### src/rtl/fpu_forward_ctrl.sv
// FPU operand-stage forwarding and hazard control: tracks in-flight destinations
// over MAX_LAT slots and produces youngest-match forward selects plus issue stall.
module fpu_forward_ctrl #(
  parameter int REG_W   = 5,
  parameter int MAX_LAT = 4
) (
  input  logic               clk,
  input  logic               rst,
  input  logic               issue_valid,
  input  logic               issue_wen,
  input  logic [REG_W-1:0]   issue_rd,
  input  logic [2:0]         issue_lat,
  input  logic [REG_W-1:0]   rs_a,
  input  logic [REG_W-1:0]   rs_b,
  input  logic               rs_a_use,
  input  logic               rs_b_use,
  output logic               stall,
  output logic [MAX_LAT-1:0] use_a,
  output logic [MAX_LAT-1:0] use_b
);

  // Index k holds the instruction accepted k+1 cycles ago (slot k+1).
  logic [MAX_LAT-1:0] slot_valid;
  logic [REG_W-1:0]   slot_rd  [MAX_LAT];
  logic [2:0]         slot_lat [MAX_LAT];

  logic [MAX_LAT-1:0] hit_a, hit_b, ready;
  logic [2:0]         lat_in;
  logic               accept;

  always_comb begin
    lat_in = issue_lat;
    if (issue_lat == 3'd0)
      lat_in = 3'd1;
    else if (issue_lat > 3'(MAX_LAT))
      lat_in = 3'(MAX_LAT);
  end

  always_comb begin
    hit_a = '0;
    hit_b = '0;
    ready = '0;
    for (int unsigned k = 0; k < MAX_LAT; k++) begin
      hit_a[k] = slot_valid[k] && (slot_rd[k] == rs_a) && rs_a_use;
      hit_b[k] = slot_valid[k] && (slot_rd[k] == rs_b) && rs_b_use;
      ready[k] = (3'(k + 1) >= slot_lat[k]);
    end
  end

  // Lowest set bit is the youngest producer; older matches are stale.
  assign use_a  = hit_a & (~hit_a + MAX_LAT'(1));
  assign use_b  = hit_b & (~hit_b + MAX_LAT'(1));
  assign stall  = issue_valid && ((|(use_a & ~ready)) || (|(use_b & ~ready)));
  assign accept = issue_valid && !stall;

  always_ff @(posedge clk or posedge rst) begin
    if (rst) begin
      slot_valid <= '0;
      for (int unsigned k = 0; k < MAX_LAT; k++) begin
        slot_rd[k]  <= '0;
        slot_lat[k] <= 3'd1;
      end
    end else begin
      for (int unsigned k = 1; k < MAX_LAT; k++) begin
        slot_valid[k] <= slot_valid[k-1];
        slot_rd[k]    <= slot_rd[k-1];
        slot_lat[k]   <= slot_lat[k-1];
      end
      slot_valid[0] <= accept && issue_wen;
      slot_rd[0]    <= issue_rd;
      slot_lat[0]   <= lat_in;
    end
  end

endmodule

### config.mk
export PLATFORM = sky130hd
export DESIGN_NAME = fpu_forward_ctrl
export DESIGN_NICKNAME = d
export VERILOG_FILES = /design/src/rtl/fpu_forward_ctrl.sv
export SDC_FILE = /design/constraint.sdc
export NUM_CORES = 1
export LEC_CHECK = 0
export BUFFER_PORTS_ARGS = -buffer_cell sky130_fd_sc_hd__buf_2
export CAP_MARGIN = 20
export CORE_MARGIN = 4
export CORE_UTILIZATION = 39
export DETAILED_ROUTE_END_ITERATION = 12
export PLACE_DENSITY = 0.7
export SYNTH_ARGS = -nofsm -noshare
export SYNTH_HDL_FRONTEND = slang
export SYNTH_SLANG_ARGS = --single-unit
### constraint.sdc
create_clock -name clk -period 4.08 [get_ports clk]
set_clock_uncertainty 0.1 [all_clocks]
set_input_delay 0.204 -clock clk [delete_from_list [all_inputs] [get_ports clk]]
set_output_delay 0.204 -clock clk [all_outputs]
set_load 0.005 [all_outputs]
== Word-level counts from Yosys, hierarchy flattened ==
Cells that the tools add are included.
W data, S select, Z words.

* Equality and inequality tests: 8
* Div/mod/pow operators: 0
* Reduce and logical (&&, ||, !) cells: 24
* Magnitude comparators: 5
* Multipliers: 0
* Shift operators: 0
* Bitwise logic cells: 7
* Add/subtract/negate cells: 2
* Muxes and demuxes: 2

{| class="wikitable"
|+ Operators with widths
! kind !! number
|-
| $eq A5 B5 Y1 || 8
|-
| $logic_and A1 B1 Y1 || 19
|-
| $and A4 B4 Y4 || 4
|-
| $not A4 Y4 || 3
|-
| $add A4 B1 Y4 const B || 2
|-
| $reduce_or A4 Y1 || 2
|-
| $ge A2 B3 Y1 const A || 2
|-
| $mux W3 || 2
|-
| $ge A1 B3 Y1 const A || 1
|-
| $ge A3 B3 Y1 const A || 1
|-
| $gt A3 B3 Y1 const B || 1
|-
| $logic_not A3 Y1 || 1
|-
| $logic_not A1 Y1 || 1
|-
| $logic_or A1 B1 Y1 || 1
|}

* Register bits: 36
* Bits in latches: 0
* Bits in read-only memories: 0
* Input port bits: 24
* RAM bits: 0
* Memories: 0
* Output and inout bits: 9

== Logic depth before layout (Yosys ltp) ==
Gate-level depths: netlist of the first run.

* Depth after elaboration: 13
* Gate-level depth with buffers: 6
* Gate-level depth less buffers: 6

== Worst setup path before layout of the first run ==
OpenSTA, ideal clock, no wires.

* Path type: flip-flop to output port
* From: reg slot_rd[7] (netlist bit)
* To: out stall
* Path slack: 2242 ps
* Stages on the path, launching flop included: 7
* Arrival time: 1534 ps
* Path buffers: 0
* Cells stage by stage: dfrtp_1 xor2_1 nor4_1 nand4_1 nor3b_1 o21ai_1 a31oi_1

* Word-level cells in the longest chain between the ends: 10
* Elaborated cells on any way between the ends: 18
* Those cells by class: add/sub: 2; eq/ne: 2; bitwise: 6; reduce/logical: 8

{| class="wikitable"
|+ RTL lines
! element !! line !! text
|-
| start: declaration || 24 || <nowiki>logic [REG_W-1:0] slot_rd [MAX_LAT];</nowiki>
|-
| start signal: indexed assignment || 66 || <nowiki>slot_rd[k] <= slot_rd[k-1];</nowiki>
|-
| $eq A5 B5 Y1 * || 45 || <nowiki>hit_b[k] = slot_valid[k] && (slot_rd[k] == rs_b) && rs_b_use;</nowiki>
|-
| $logic_and A1 B1 Y1 * (2 in a row) || 45 ||
|-
| $not A4 Y4 || 52 || <nowiki>assign use_b = hit_b & (~hit_b + MAX_LAT'(1));</nowiki>
|-
| $add A4 B1 Y4 || 52 ||
|-
| $and A4 B4 Y4 * || 52 ||
|-
| named net use_b[2] || 19 || <nowiki>output logic [MAX_LAT-1:0] use_b</nowiki>
|-
| $and A4 B4 Y4 * || 53 || <nowiki>assign stall = issue_valid && ((|(use_a & ~ready)) || (|(use_b & ~ready)));</nowiki>
|-
| $reduce_or A4 Y1 * || 53 ||
|-
| $logic_or A1 B1 Y1 * || 53 ||
|-
| $logic_and A1 B1 Y1 * || 53 ||
|-
| end: declaration || 17 || <nowiki>output logic stall,</nowiki>
|}

The timed path passes the listed nets; every way through them passes the cells marked *.

== Worst setup path in the final report of the first run ==
* From: reg slot_rd[7] (netlist bit)
* To: out stall

* Word-level cells in the longest chain between the ends: 10
* Elaborated cells on any way between the ends: 18
* Those cells by class: add/sub: 2; eq/ne: 2; bitwise: 6; reduce/logical: 8

{| class="wikitable"
|+ RTL lines
! element !! line
|-
| $eq A5 B5 Y1 (on tied branches) || 44, 45
|-
| $logic_and A1 B1 Y1 (on tied branches) (2 in a row) || 44, 45
|-
| $not A4 Y4 (on tied branches) || 51, 52
|-
| $add A4 B1 Y4 (on tied branches) || 51, 52
|-
| $and A4 B4 Y4 (on tied branches) || 51, 52
|-
| $and A4 B4 Y4 || 53
|-
| $reduce_or A4 Y1 || 53
|-
| $logic_or A1 B1 Y1 * || 53
|-
| $logic_and A1 B1 Y1 * || 53
|}

Mark *: on every way between the ends. The rest lies on a longest branch, timed or not.

==> results of run 1 <==
==> Yosys cell counts, drive strengths merged <==
| cell type | number |
|---|---|
| clkbuf | 1 |
| o221ai | 1 |
| inv | 3 |
| nor2b | 1 |
| a21oi | 2 |
| nor3b | 2 |
| a31oi | 1 |
| o21a | 1 |
| and4 | 1 |
| dfrtp | 32 |
| and4b | 2 |
| o21ai | 1 |
| nand4 | 8 |
| nand3 | 4 |
| and2 | 1 |
| nor4 | 4 |
| xor2 | 16 |
| xnor2 | 24 |
| o22ai | 1 |
| o22a | 1 |
| dfstp | 4 |
| nor2 | 6 |
==> area by class of cell <==
cell class / instances / area (um^2)
fillers: 345 / 1790
clock inverters: 1 / 7.51
inverters: 3 / 11.3
multi-input cells: 77 / 604
flip-flops and latches: 36 / 906
well taps: 48 / 60.1
repair buffers: 41 / 248
clock buffers: 7 / 86.3
==> worst max-delay path, cell delays in order (launching register included) <==
cell and delay, ns:
dfrtp_1 0.42, xor2_1 0.17, nor4_1 0.34, nand4_1 0.19, nor3b_1 0.31, o21ai_1 0.14
a31oi_1 0.19, buf_2 0.14
==> per-stage QoR <==
step | hold slack, ns | total power [mW]
6_report | 0.00986 | 0.729
4_1_cts | 0.000552 | 0.739
2_1_floorplan | 0.133 | 0.440
5_1_grt | 0.0129 | 0.770
3_3_place_gp | 0.213 | 0.470
3_5_place_dp | 0.213 | 0.472
==> cells in the final DEF, fill, tap and decap left out, types with 3 or more instances in the layout <==
master and instances:
buf_2 32, dfrtp_1 32, xnor2_1 24, xor2_1 16
nand4_1 8, dlygate4sd3_1 8, nor2_1 6, clkbuf_8 6
nand3_1 4, dfstp_2 4, inv_1 3
==> logic make-up after synthesis <==
logic type                count (synthesis)
xor gates and xnor gates                 40
DFF                                      36
and+or+nand+nor                          29
AOI/OAI and AO/OA                         8
buffers and inverters                     4
==> report_power, final <==
| group | switching [mW] | internal, mW |
|---|---|---|
| logic | 0.0385 | 0.0397 |
| clock network | 0.121 | 0.137 |
| registers | 0.0152 | 0.378 |
| total | 0.174 | 0.554 |
==> state kept, by name, indices dropped and copies added, names as in the netlist <==
register,flops
slot_lat,12
slot_rd,20
slot_valid,4
==> routing by layer <==
layer  up-vias  track usage  routed length, um
met2        37        0.214               1460
met3         8       0.0540                212
met1       474        0.202               1540
met5         -            0                  0
li1        492            -                  -
met4         0       0.0564                 42
==> worst paths after layout <==
kind	slack (ns)	startpoint	end	depth (start not counted)
min	0.01	issue_lat[0]	slot_lat[9]$_DFF_PP1_	3
min reg2reg	0.26	slot_lat[3]$_DFF_PP1_	slot_lat[0]$_DFF_PP1_	0
min in group asynchronous	0.46	rst	slot_rd[17]$_DFF_PP0_	4
max	1.59	slot_rd[7]$_DFF_PP0_	stall	7
max in group asynchronous	3.07	rst	slot_lat[0]$_DFF_PP1_	4
max reg2reg	2.08	slot_rd[7]$_DFF_PP0_	slot_valid[0]$_DFF_PP0_	6
==> what timing repair did <==
action                                  4_1_cts  5_1_grt
hold buffers                                  8        0
endpoints found under the hold margin        40        0
resized for setup                             0        0
endpoints found under the setup margin        0        0
==> summary.md, run 1 <==
| Metric | Value |
|---|---|
| Die ar. | between 4000 and 5000 um^2 |
| Buffer count from post-CTS setup fixing | 0 |
| CTS tree | yes |
| DP HPWL | roughly 2500 um |
| Total number of H-tree levels | 2 |
| Max Cap Viol | 0 |
| Placed cell count | 197 |
| Layout cells sized above 1 | 0.303 |
| Routed len/inst | about 15 um |
| Sequential share of the synthesized area | 0.594 |
| Adder-cell area share of the yosys netlist | 0 |
| I/O pin count | 33 |
| Site Rows | 22 |
| Mean Syn Cell Area | roughly 13 um^2 |
| Worst hold path class | input pin to flip-flop |
| Post-route DRC | 0 |
| Slew HR | 0.703 |
| Yosys top cell area share | 0.525 |
| Critical path data required time | ~3.8 ns |
| Post-DRT Antenna Nets | 0 |
| Top post-synthesis cells by area | dfrtp_1 53%, xnor2_1 14%, xor2_1 9.2% |
| Clk buf depth | 2 |
| Post-Route WL | 3250 um |
| First-pass GRT wire length | ~5600 um |
| Global-route usage over all layers | 0.147 |
| RSZ-0062 raised after global routing | no |
| Routability cong. | roughly 0.93 |
| Clock-pin slew on the worst setup and hold paths | ~0.070 ns |
| Simple-gate share of the synthesized area | 0.127 |
| Final period demand of the worst path | roughly 2.5 ns |
| Data arrival at the endpoint of the critical path | between 2 and 2.5 ns |
| Utilization after layout | 0.518 |
| Drt pass-1 iters | 4 |
| Clk root buf | clkbuf_8 |
| Yosys cell types | 23 |
| Initial DRC count | between 40 and 50 |
| Multiplexer area fraction after synthesis | 0 |
| Max Fanout on Critical Path | 3 |
| Largest net degree at the start of global routing | 37 |
| Fmax achieved | 0.402 GHz |
| Area Overhead vs Synth | 26.1% |
| Placeable Area | between 3000 and 4000 um^2 |
| Total vias in the final route | 1011 |
| Largest family of logic cells by synthesized area | XOR/XNOR gates |
| Antenna Cells | 0 |
| Final Hold Vio Count | 0 |
| Maximum vdd drop | 0.217 mV |
| Synth area leader | dfrtp_1 |
| Count of final setup violators | 0 |
| Final Cell Area | about 1900 um^2 |
| Synthesized instance count | roughly 120 |
| Yosys warnings | 0 |
| Compound-Gate Fraction of Synth Area | 0.0394 |
| Buffers added on ports | 32 |
| Non-filler cells, final | 213 |
| Critical path type | flip-flop to output pin |
| Mapped cell area | 1530 um^2 |
| Die width | 70.5 um |
| Outcome | complete, no violations |
| Synth Area in XOR/XNOR | 0.230 |
| Crit end category | output pin |
| TNS Setup | 0 ns |
| CTS buffer count | 5 |
| Post-synthesis net count | around 140 |
| PD cells | around 380 nW/um^2 |
| Fin nets | about 190 |
| Placed cell area | 1750 um^2 |
| Initial antenna violation count | 0 |
| Overflow left after global routing | 0 |
| Static Leakage | about 0.83 nW |
| Slew Limit Fails | 0 |
| Vias per cell | roughly 4.7 |
| # clock sinks | 36 |
| Vias in the first global route | 1125 |
| Die height | ~71 um |
| Final setup margin | between 1.5 and 2 ns |
| Final worst path period share | 0.610 |
| Synth Register Bits | 36 |
| Initial Util | 0.410 |
| Post-Place Setup Slack | between 1.5 and 2 ns |
| Worst-Margin Slew | approximately 0.44 ns |
| Startpoint Class | flip-flop |
| Worst-Skew Late Latency | roughly 0.28 ns |
No activity file was read; power rests on OpenSTA's default activity.
==> run 2, diff against run 1 <==
clock period = 2.45 ns   (was 4.08 ns; I/O delays follow)
==> run 2 against run 1 <==
Worst setup slack worse by 1.5 ns. Largest cell class unchanged. Critical endpoint unchanged. Combinational power increased by 69%. Critical path depth unchanged. Total power rose by 78%.
==> summary.md, run 2 (synthesized netlist as in run 1, its figures left out) <==
| Metric | Value |
|---|---|
| Initial DRC count | 52 (was 42) |
| Final Hold Vio Count | 0 (unchanged) |
| Antenna Cells | 0 (unchanged) |
| Largest regs | slot_rd x20, slot_lat x12, slot_valid x4 (unchanged) |
| Overflow left after global routing | 0 (unchanged) |
| Site Rows | 22 (unchanged) |
| Hold_ws | 0.142 ns (was 0.00986 ns) |
| Routability cong. | 0.930 (about the same) |
| Die width | 70.5 um (unchanged) |
| Initial antenna violation count | 0 (unchanged) |
| Critical path type | flip-flop to output pin (unchanged) |
| Max Cap Viol | 0 (unchanged) |
| Vias per cell | 4.86 (was 4.75) |
| Post-route DRC | 0 (unchanged) |
| Fin nets | 189 (was 188) |
| Post-DRT Antenna Nets | 0 (unchanged) |
| Die height | 70.5 um (unchanged) |
| Clk root buf | clkbuf_8 (unchanged) |
| Placed cell count | 197 (unchanged) |
| Post-Route WL | 3200 um (was 3250 um) |
| Hold path startpoint | issue_wen (was issue_lat[0]) |
| Largest net degree at the start of global routing | 24 (was 37) |
| Total number of H-tree levels | 2 (unchanged) |
| I/O pin count | 33 (unchanged) |
| Most frequent cells in the layout | 32 x buf_2, 32 x dfrtp_1, 24 x xnor2_1 (unchanged) |
| Buffer count from post-CTS setup fixing | 0 (unchanged) |
| Maximum vdd drop | 0.417 mV (was 0.217 mV) |
| Clk buf depth | 2 (unchanged) |
| Placed cell area | 1750 um^2 (unchanged) |
| R2r startpoint | slot_rd[7]$_DFF_PP0_ (unchanged) |
| Outcome | complete, no violations (unchanged) |
| Final worst path period share | 0.949 |
| Clock-pin slew on the worst setup and hold paths | 0.07 ns (about the same) |
| Fmax achieved | ~0.43 GHz |
| Worst hold path endpoint | slot_valid[0]$_DFF_PP0_ (was slot_lat[9]$_DFF_PP1_) |
| Routed len/inst | 14.9 um (was 15.3 um) |
| Critical path data required time | 2.23 ns (was 3.78 ns) |
| PD cells | 661 nW/um^2 (was 379 nW/um^2) |
| Startpoint Class | flip-flop (unchanged) |
| Slew Limit Fails | 0 (unchanged) |
| Data arrival at the endpoint of the critical path | 2.10 ns (was 2.19 ns) |
| Global-route usage over all layers | 0.143 (was 0.147) |
| Worst-Margin Slew | 0.484 ns (was 0.444 ns) |
| CTS tree | yes (unchanged) |
| Seq. cell area | 906 um^2 (unchanged) |
| Number of stages on the worst hold path | 3 (unchanged) |
| DP HPWL | 2530 um (was 2460 um) |
| Reg2reg end | slot_valid[0]$_DFF_PP0_ (unchanged) |
| Flop2flop setup slack | 0.52 ns (was 2.08 ns) |
| Drt pass-1 iters | 5 (was 4) |
| CTS buffer count | 5 (unchanged) |
| Area Overhead vs Synth | 28.7% (was 26.1%) |
| Max Fanout on Critical Path | 3 (unchanged) |
| Worst-Skew Late Latency | 0.29 ns (was 0.28 ns) |
| Slew HR | 0.677 (was 0.703) |
| Pwr Total | 1.30 mW (was 0.729 mW) |
| Count of final setup violators | 0 (unchanged) |
| Worst hold path class | input pin to flip-flop (unchanged) |
| First-pass GRT wire length | 5510 um (was 5620 um) |
| Fillers | 337 (was 345) |
| Buffers added on ports | 32 (unchanged) |
| Biggest register | slot_rd (unchanged) |
| Area of the multi-input gates | 617 um^2 (was 604 um^2) |
| R2R depth | 6 (unchanged) |
| Final period demand of the worst path | 2.32 ns |
| RSZ-0062 raised after global routing | no (unchanged) |
| Crit end category | output pin (unchanged) |
| Placeable Area | 3720 um^2 (unchanged) |
| Total vias in the final route | 1040 (was 1011) |
| Number of flip-flops in the largest register | 20 (unchanged) |
| Initial Util | 0.410 (unchanged) |
| Vias in the first global route | 1094 (was 1125) |
| Non-filler cells, final | 214 (was 213) |
| Static Leakage | 0.851 nW (was 0.830 nW) |
| Die ar. | 4980 um^2 (unchanged) |
| TNS Setup | 0 ns (unchanged) |
| # clock sinks | 36 (unchanged) |
| Final Cell Area | 1960 um^2 (was 1920 um^2) |
| Layout cells sized above 1 | 0.325 (was 0.303) |
## run 2: cell count changes in the layout (fill, tap and decap cells not counted)
cell / before / now
nor2_1: 6 / 5
nor2_2: 0 / 1
nor3b_2: 0 / 2
bufinv_16: 0 / 1
clkbuf_1: 1 / 0
clkinv_2: 0 / 1
dlygate4sd3_1: 8 / 9
clkbuf_8: 6 / 5
nor3b_1: 2 / 0
## run 2: metrics by stage
step                setup WS [ns]  utilization
floorplan                   0.693            -
global placement            0.386        0.471
detailed placement          0.322        0.471
CTS                        0.0396        0.526
global route              0.00492        0.528
finish                      0.125        0.528
## run 2: worst max-delay path by stage
| stage | cells after the start | startpoint | slack (ns) | to |
|---|---|---|---|---|
| after floorplan | 6 | slot_rd[7]$_DFF_PP0_ | 0.69 | stall |
| after global placement | 7 | slot_rd[7]$_DFF_PP0_ | 0.39 | stall |
| after detailed placement | 7 | slot_rd[7]$_DFF_PP0_ | 0.32 | stall |
| after CTS | 7 | slot_rd[7]$_DFF_PP0_ | 0.04 | stall |
| after global routing | 7 | slot_rd[14]$_DFF_PP0_ | 0.005 | stall |
| final | 7 | slot_rd[7]$_DFF_PP0_ | 0.13 | stall |
## run 2: layout make-up
cell class / instances / area share
clock inverters: 3 / 0.0217
flip-flops and latches: 36 / 0.461
well taps: 48 / 0.0306
multi-input cells: 77 / 0.314
inverters: 3 / 0.00574
clock buffers: 5 / 0.0351
repair buffers: 42 / 0.131
## run 2: critical path, cell delays in order, from the launching register on
cell and delay (ns):
dfrtp_1 0.43, xor2_1 0.18, nor4_1 0.35, nand4_1 0.21, nor3b_2 0.24, o21ai_1 0.12, a31oi_1 0.16, buf_2 0.13
## run 2: repair_timing
action / in CTS / in global routing
setup endpoints to repair: 1 / 1
hold buffers: 9 / 0
gates cloned: 0 / 0
gates resized for setup: 1 / 2
hold endpoints to repair: 17 / 0
pin swaps: 0 / 1
## run 2: layer usage
| layer | global-route usage | share of wire |
|---|---|---|
| met2 | 0.204 | 0.44 |
| met1 | 0.200 | 0.47 |
| met5 | 0 | 0 |
| met4 | 0.0668 | 0.018 |
| met3 | 0.0440 | 0.073 |
## run 2: where the power goes
| part | total, mW | internal (mW) | switching (mW) |
|---|---|---|---|
| logic | 0.132 | 0.0675 | 0.0644 |
| registers | 0.654 | 0.629 | 0.0252 |
| clock network | 0.512 | 0.301 | 0.211 |
==> run 3, diff against run 2 <==
ABC_AREA = 1   (was default)
PLACE_DENSITY = 0.69   (was 0.7)
==> run 3 against run 2 <==
Final area rose by 24%. Highest routed layer unchanged. Critical path depth rose by 5. Total power rose by 4.7%. Synthesized cell count rose by 140%. Wire length rose by 41%. First-iteration DRC count rose by 60%. Worst setup slack improved by 0.37 ns. Hold slack improved by 0.11 ns. Die area rose by 25%.
==> summary.md, run 3 <==
| Metric | Value |
|---|---|
| Max Cap Viol | 0 (unchanged) |
| CTS buffer count | 5 (unchanged) |
| Buf/Inv on CP | 2 (was 1) |
| Mapped cell area | 1950 um^2 (was 1530 um^2) |
| Synth Flop Type | dfrtp_1 (unchanged) |
| Initial DRC count | 83 (was 52) |
| Flop2flop setup slack | 0.88 ns (was 0.52 ns) |
| Buffers added on ports | 32 (unchanged) |
| Sequential share of the synthesized area | 0.464 (was 0.594) |
| Ys async rst share | 1.00 (unchanged) |
| Area Overhead vs Synth | 24.3% (was 28.7%) |
| Routed len/inst | 11.3 um (was 14.9 um) |
| Worst hold path endpoint | slot_lat[1]$_DFF_PP0_ (was slot_valid[0]$_DFF_PP0_) |
| Initial Util | 0.408 (was 0.410) |
| Synthesized instance count | 282 (was 117) |
| Crit-path max cell delay | 0.44 ns (was 0.43 ns) |
| Most frequent cells in the layout | 121 x nand2_1, 42 x inv_1, 35 x nor2_1 (was 32 x buf_2, 32 x dfrtp_1, 24 x xnor2_1) |
| Data arrival at the endpoint of the critical path | 1.73 ns (was 2.10 ns) |
| Largest net degree at the start of global routing | 36 (was 24) |
| Total vias in the final route | 1788 (was 1040) |
| Clk root buf | clkbuf_8 (unchanged) |
| Die width | 78.7 um (was 70.5 um) |
| Synth top cells by count | 121 x nand2_1, 42 x inv_1, 35 x nor2_1 (was 32 x dfrtp_1, 24 x xnor2_1, 16 x xor2_1) |
| Static Leakage | 1.46 nW (was 0.851 nW) |
| Yosys cell types | 25 (was 23) |
| Placeable Area | 4790 um^2 (was 3720 um^2) |
| Startpoint Class | flip-flop (unchanged) |
| CP dominant cell by count | nand2_1 |
| Hold path startpoint | slot_lat[4]$_DFF_PP0_ (was issue_wen) |
| DP HPWL | 3480 um (was 2530 um) |
| Total number of H-tree levels | 2 (unchanged) |
| I/O pin count | 33 (unchanged) |
| Top post-synthesis cells by area | dfrtp_1 41%, nand2_1 23%, inv_1 8.1% (was dfrtp_1 53%, xnor2_1 14%, xor2_1 9.2%) |
| Layout cells sized above 1 | 0.216 (was 0.325) |
| Vias in the first global route | 1769 (was 1094) |
| Max Fanout on Critical Path | 5 (was 3) |
| Yosys top cell area share | 0.410 (was 0.525) |
| Final Cell Area | 2430 um^2 (was 1960 um^2) |
| Number of stages on the worst hold path | 0 (was 3) |
| Synth Register Bits | 36 (unchanged) |
| Number of flip-flops in the largest register | 20 (unchanged) |
| Outcome | complete, no violations (unchanged) |
| R2r startpoint | slot_rd[18]$_DFF_PP0_ (was slot_rd[7]$_DFF_PP0_) |
| Antenna Cells | 0 (unchanged) |
| Placed cell area | 2190 um^2 (was 1750 um^2) |
| Critical path type | flip-flop to output pin (unchanged) |
| Final worst path period share | 0.796 (was 0.949) |
| Fin nets | 356 (was 189) |
| Initial antenna violation count | 0 (unchanged) |
| Slew HR | 0.703 (was 0.677) |
| Worst hold path class | flip-flop to flip-flop (was input pin to flip-flop) |
| PD cells | 560 nW/um^2 (was 661 nW/um^2) |
| Fmax achieved | 0.513 GHz (was 0.430 GHz) |
| Post-route DRC | 0 (unchanged) |
| # clock sinks | 36 (unchanged) |
| Die height | 78.7 um (was 70.5 um) |
| Mean Syn Cell Area | 6.92 um^2 (was 13.0 um^2) |
| Critical path data required time | 2.23 ns (about the same) |
| Slew Limit Fails | 0 (unchanged) |
| Clock-pin slew on the worst setup and hold paths | 0.07 ns (about the same) |
| Reg2reg end | slot_valid[0]$_DFF_PP0_ (unchanged) |
| Post-DRT Antenna Nets | 0 (unchanged) |
| Critical-path cell list | inv_1, nand2_1, nand2_1, nor2_2, nand3_2, nand2_1, nand2_1, nand2_1, nand3_1, nor2_1, nor2_1, buf_2 (was xor2_1, nor4_1, nand4_1, nor3b_2, o21ai_1, a31oi_1, buf_2) |
| Synth area leader | dfrtp_1 (unchanged) |
| Clk buf depth | 2 (unchanged) |
| Overflow left after global routing | 0 (unchanged) |
| Most common cell after layout, fill and taps aside | nand2_1 |
| Count of final setup violators | 0 (unchanged) |
| Global-route usage over all layers | 0.165 (was 0.143) |
| Drt pass-1 iters | 4 (was 5) |
| EDFF count, synth | 0 (unchanged) |
| TNS Setup | 0 ns (unchanged) |
| Post-synthesis net count | 306 (was 141) |
| Critical path's slowest cell | dfrtp_1 (unchanged) |
| Top-count cell post-synth | nand2_1 (was dfrtp_1) |
| First-pass GRT wire length | 7930 um (was 5510 um) |
| Routability cong. | 0.903 (was 0.930) |
| Worst-Margin Slew | 0.446 ns (was 0.484 ns) |
| RSZ-0062 raised after global routing | no (unchanged) |
| Die ar. | 6200 um^2 (was 4980 um^2) |
| Yosys warnings | 0 (unchanged) |
| Worst-Skew Late Latency | 0.29 ns (about the same) |
| Maximum vdd drop | 0.378 mV (was 0.417 mV) |
| Final period demand of the worst path | 1.95 ns (was 2.32 ns) |
| Vias per cell | 4.47 (was 4.86) |
| Crit path depth | 12 (was 7) |
| Buffer count from post-CTS setup fixing | 0 (unchanged) |
| CTS tree | yes (unchanged) |
| Post-Route WL | 4500 um (was 3200 um) |
| Final Hold Vio Count | 0 (unchanged) |
| Largest regs | slot_rd x20, slot_lat x12, slot_valid x4 (unchanged) |
| Cell family with most CP delay | simple AND/OR/NAND/NOR gates (unchanged) |
| R2R depth | 10 (was 6) |
| Site Rows | 25 (was 22) |
| Biggest register | slot_rd (unchanged) |
| Crit end category | output pin (unchanged) |
run 3: cell types whose count changed after synthesis, moves of 4 or more:
cell	delta
nand2_1	+121
inv_1	+39
nor2_1	+29
xnor2_1	-24
xor2_1	-16
inv_2	+10
nand2_2	+8
nand4_1	-5
nand3_1	+4
run 3: logic make-up (layout without fill, tap and decap cells):
kind of cell	count (synthesis)	in the layout	synth area share
DFF	36	36	0.464
and+or+nand+nor	184	184	0.400
AOI/OAI and AO/OA	8	8	0.0314
buffers and inverters	54	105	0.104
run 3: worst max-delay path by stage:
stage                     slack [ns]             startpoint     to
final                           0.50  slot_rd[18]$_DFF_PP0_  stall
after global routing            0.20  slot_rd[12]$_DFF_PP0_  stall
after CTS                       0.47  slot_rd[15]$_DFF_PP0_  stall
after detailed placement        0.80  slot_rd[18]$_DFF_PP0_  stall
after global placement          0.80  slot_rd[15]$_DFF_PP0_  stall
after floorplan                 1.06  slot_rd[15]$_DFF_PP0_  stall
run 3: layout make-up:
type	count	area, um^2
fill	482	2360
sequential	36	906
multi-input combinational	192	842
timing repair buffer	45	288
inverter	52	195
tap	67	83.8
clock buffer	5	68.8
clock inverter	3	42.5
run 3: per-stage QoR:
step	hold WS, ns	utilization	instances	power, mW	setup slack (ns)
after floorplan	0.0539	-	282	0.767	1.06
after global placement	0.0346	0.459	380	0.825	0.801
after detailed placement	0.0380	0.459	380	0.829	0.802
after CTS	0.258	0.507	400	1.37	0.468
after global routing	0.261	0.507	400	1.43	0.201
final	0.256	0.507	400	1.36	0.500
run 3: timing repair:
item,CTS,global route
resized for setup,0,0
hold buffers,12,0
hold endpoints to repair,42,0
run 3: per-layer routing:
| layer | wire length (um) | vias up | part of all wire | GRT usage |
|---|---|---|---|---|
| met5 | 0 | - | 0 | 0 |
| met4 | 72 | 0 | 0.016 | 0.0577 |
| met3 | 172 | 8 | 0.038 | 0.0374 |
| met2 | 2180 | 34 | 0.48 | 0.271 |
| met1 | 2080 | 823 | 0.46 | 0.215 |
| li1 | - | 923 | - | - |
run 3: report_power, final:
group | leakage (nW) | switching, mW | internal, mW
logic | 0.976 | 0.111 | 0.0695
clock network | 0.0541 | 0.224 | 0.301
registers | 0.425 | 0.0241 | 0.629
total | 1.46 | 0.359 | 0.999
